`config.mk`:
```
export PLATFORM = sky130hd
export DESIGN_NAME = input_debounce8
export DESIGN_NICKNAME = d
export VERILOG_FILES = /design/src/rtl/input_debounce8.sv
export SDC_FILE = /design/constraint.sdc
export NUM_CORES = 1
export LEC_CHECK = 0
export ABC_CLOCK_PERIOD_IN_PS = 3500
export CORE_MARGIN = 10
export CORE_UTILIZATION = 50
export DETAILED_ROUTE_END_ITERATION = 10
export PLACE_DENSITY = 0.67
export SYNTH_ARGS = -nofsm -noshare
export SYNTH_HDL_FRONTEND = slang
export SYNTH_SLANG_ARGS = --single-unit
export TNS_END_PERCENT = 20
```
`constraint.sdc`:
```
create_clock -name CLK -period 3.5 [get_ports CLK]
set_clock_uncertainty 0.15 [all_clocks]
set_input_delay 0.7 -clock CLK [delete_from_list [all_inputs] [get_ports CLK]]
set_output_delay 0.7 -clock CLK [all_outputs]
set_load 0.03 [all_outputs]
```
`src/rtl/input_debounce8.sv`:
```
// Two-flop synchroniser plus per-bit stability counter for the raw J1 header
// inputs. Define INPUT_DEBOUNCE8_EDGE_FLAGS_EN to add the RISE/FALL edge outputs.
module input_debounce8 #(
    parameter int WIDTH           = 8,
    parameter int CNT_W           = 16,
    parameter int DEBOUNCE_CYCLES = 12000
) (
    input  logic             CLK,
    input  logic             RESETN,
    input  logic [WIDTH-1:0] I,
    output logic [WIDTH-1:0] O,
    output logic             CHANGED
`ifdef INPUT_DEBOUNCE8_EDGE_FLAGS_EN
    ,
    output logic [WIDTH-1:0] RISE,
    output logic [WIDTH-1:0] FALL
`endif
);

    generate
        if (CNT_W < 1 || CNT_W > 32 || DEBOUNCE_CYCLES < 1 ||
            longint'(DEBOUNCE_CYCLES) > ((longint'(1) << CNT_W) - 1)) begin : g_bad_cfg
            $error("input_debounce8: DEBOUNCE_CYCLES must lie in 1 .. 2**CNT_W-1");
        end
    endgenerate

    localparam logic [CNT_W-1:0] LAST = CNT_W'(DEBOUNCE_CYCLES - 1);

    logic [WIDTH-1:0] s1_q;
    logic [WIDTH-1:0] s2_q;
    logic [WIDTH-1:0] o_q;
    logic [WIDTH-1:0] o_d;
    logic [CNT_W-1:0] cnt_q [WIDTH];
    logic [CNT_W-1:0] cnt_d [WIDTH];
    logic [WIDTH-1:0] upd;
    logic             changed_q;
    logic             changed_d;

    // A level is accepted only after LAST+1 consecutive mismatching samples;
    // any agreement with O in between throws the partial count away.
    always_comb begin
        o_d = o_q;
        upd = '0;
        for (int k = 0; k < WIDTH; k++) begin
            cnt_d[k] = cnt_q[k];
            if (s2_q[k] == o_q[k]) begin
                cnt_d[k] = '0;
            end else if (cnt_q[k] == LAST) begin
                o_d[k]   = s2_q[k];
                cnt_d[k] = '0;
                upd[k]   = 1'b1;
            end else begin
                cnt_d[k] = cnt_q[k] + CNT_W'(1);
            end
        end
        changed_d = |upd;
    end

    always_ff @(posedge CLK) begin
        if (!RESETN) begin
            s1_q      <= '0;
            s2_q      <= '0;
            o_q       <= '0;
            changed_q <= 1'b0;
            for (int k = 0; k < WIDTH; k++) begin
                cnt_q[k] <= '0;
            end
        end else begin
            s1_q      <= I;
            s2_q      <= s1_q;
            o_q       <= o_d;
            changed_q <= changed_d;
            cnt_q     <= cnt_d;
        end
    end

    assign O       = o_q;
    assign CHANGED = changed_q;

`ifdef INPUT_DEBOUNCE8_EDGE_FLAGS_EN
    logic [WIDTH-1:0] rise_q;
    logic [WIDTH-1:0] fall_q;
    logic [WIDTH-1:0] rise_d;
    logic [WIDTH-1:0] fall_d;

    // An updated bit always flips, so its new value alone gives the direction.
    always_comb begin
        rise_d = upd & o_d;
        fall_d = upd & ~o_d;
    end

    always_ff @(posedge CLK) begin
        if (!RESETN) begin
            rise_q <= '0;
            fall_q <= '0;
        end else begin
            rise_q <= rise_d;
            fall_q <= fall_d;
        end
    end

    assign RISE = rise_q;
    assign FALL = fall_q;
`endif

endmodule
```
==> metrics.cfg <==
[synthesis]
syn_avg_cell_area_um2 = 9.09
synth-main-ff-cell = dfxtp_1
synth-edff-count = 0
seq_area_frac_synth = 0.490
syn_nets = 706
synthCells = 688
synth_area_mm2 = 0.00626
ys_types = 38
synth_async_sr_flop_share = 0
yosysWarnings = 0
ys_ff_latch = 153

[sta]
max_freq_mhz = 420
finalWorstSetupSlack_ns = 1.12
layout_min_cycle_time_ns = 2.38
rsz0062_at_grt = no
tightestPinTransition_ns = 0.697
setup_viol = 0
relSlewSlack = 0.531
final_max_slew_viol_count = 0
tns_ns = 0
hold_viol = 0
fin_crit_sh = 0.680

[layout]
finalNonFillerCells = 895
multi_input_area_mm2 = 0.00305
diodes = 0
fillers = 1103
synthToLayoutAreaGrowth_pct = 15.6
final_util = 0.597
final_nets = 735
final-seq-area_mm2 = 0.00306
drive_gt1_frac = 0.0564

[setup_path]
critPathLaunchType = flip-flop
crit_buf_inv = 1
end_kind = primary output
cp.arrival_ns = 1.53
cp_slowest_stage_delay_ns = 0.70
crit_family = buffers and inverters
crit_chain = clkdlybuf4s50_1
worstPathRequired_ns = 2.65
path_max_fanout = 3
worstSetupPathType = flip-flop to primary output
crit_slowest_cell = clkdlybuf4s50_1

[detailed_routing]
firstDrtPassIters = 4
drt-total-wl_um = 10800
drc = 0
vias_per_cell = 4.95
wire_per_inst_um = 12.1
first_iter_violations = 220
vias = 4432
ant_nets = 0

[floorplanning]
io_pins = 19
core_area_mm2 = 0.0121
dieHeight_um = 132
die_w_um = 132
start_util = 0.517
rows = 40
dieArea_mm2 = 0.0174

[clocking]
h-tree-depth = 4
numCtsBuffers = 17
clkSinkCount = 153
cts_setup_buffers = 0
post_cts_resized = 0
worst_skew_pair.late_latency_ns = 0.42
clk_pin_slew_ns = 0.06
clk_path_buf_depth = 2
cts_tree = built
holdBufCountCts = 0
clock-root-buffer = clkbuf_16

[power]
powerDensity_mw_per_mm2 = 514
leakage_nw = 2.40
ir_worst_vdd_v = 0.000356

[worst_hold_path]
hold_path_class = flip-flop to flip-flop

[run]
maxCapViolCount = 0

[global_routing]
grt_pass1_vias = 4209
antenna_found_initial = 0
grt_use_total = 0.128
grt_max_degree = 17
grt_pass1_wl_um = 18900
grt-ovfl-total = 0

[placed_design]
gp_congestion = 0.804
dp_slack_ns = 0.848
place_hpwl_um = 7430
dp_cells = 866
port_buffers = 18

[run_status]
status = finished, final reports clean

## placed cells by master, fill, tap and decap left out, drive strengths merged
master         instances
o31a                   1
nand4b                 4
or3                    3
nand4                 21
inv                   16
nand4bb                1
buf                    5
nor3b                  1
nand3b                 7
xor2                  62
dfxtp                153
o2bb2ai                2
nor2                 159
and4                   2
clkinvlp               1
and3                  19
and2                  19
clkdlybuf4s50         18
nor4                  11
or4                    2
clkbuf                22
mux2i                  8
clkinv                 2
nor3                  18
nand3                 46
nor2b                  8
ha                     8
nand2                 43
a22o                   1
bufinv                 4
or4b                   1
a221o                  1
xnor2                 58
## per-stage QoR
step	hold slack, ns	total power [mW]	cell area, um^2
2_1_floorplan	0.260	1.83	6260
3_3_place_gp	0.265	1.84	6610
3_5_place_dp	0.267	1.84	6610
4_1_cts	0.281	3.76	7230
5_1_grt	0.292	3.84	7230
6_report	0.280	3.72	7230
## flip-flops by register name, summed over array words and instances (netlist names)
| signal | flops |
|---|---|
| s2_q | 8 |
| O | 8 |
| cnt_q | 128 |
| CHANGED | 1 |
| s1_q | 8 |
## cell type report
cell class,count,area share
flip-flops and latches,153,0.424
multi-input cells,506,0.422
inverters,16,0.00831
clock inverters,7,0.0196
repair buffers,23,0.0301
clock buffers,22,0.0670
well taps,168,0.0291
## cell usage after synthesis, drive strengths merged, types with 11 or more instances
master	instances	area, um^2
nor3	18	95.1
nand4	21	131
nand2	43	161
and2	19	119
xor2	62	543
and3	19	120
nand3	46	235
dfxtp	153	3060
xnor2	58	508
nor2	159	597
nor4	11	81.3
inv	16	60.1
## metal layers
metal | track usage | up-vias | wire length (um)
met3 | 0.0431 | 11 | 367
met5 | 0 | - | 0
met4 | 0.0482 | 0 | 161
li1 | - | 2323 | -
met1 | 0.161 | 2055 | 5410
met2 | 0.197 | 43 | 4860
## logic make-up (layout without fill, tap and decap cells)
family,Yosys count,in the layout,share of synthesized area
simple gates,365,365,0.284
buf+inv,29,68,0.0222
mux,8,8,0.0128
compound gates,5,5,0.00720
flops,153,153,0.490
fa+ha+maj,8,8,0.0160
xor+xnor,120,120,0.168
## power by group
group	internal, mW	leakage (nW)	switching (mW)
clock	1.26	0.304	0.656
combinational	0.0212	0.863	0.0241
sequential	1.75	1.24	0.00532
## final timing paths
kind,cells past startpoint,end,start,slack [ns]
max,1,O[5],O[5],1.12
max reg2reg,5,cnt_q[77],cnt_q[72],1.16
min reg2reg,1,s2_q[0],s1_q[0],0.28
min,1,s2_q[0],s1_q[0],0.28
No activity file was read; power rests on OpenSTA's default activity.
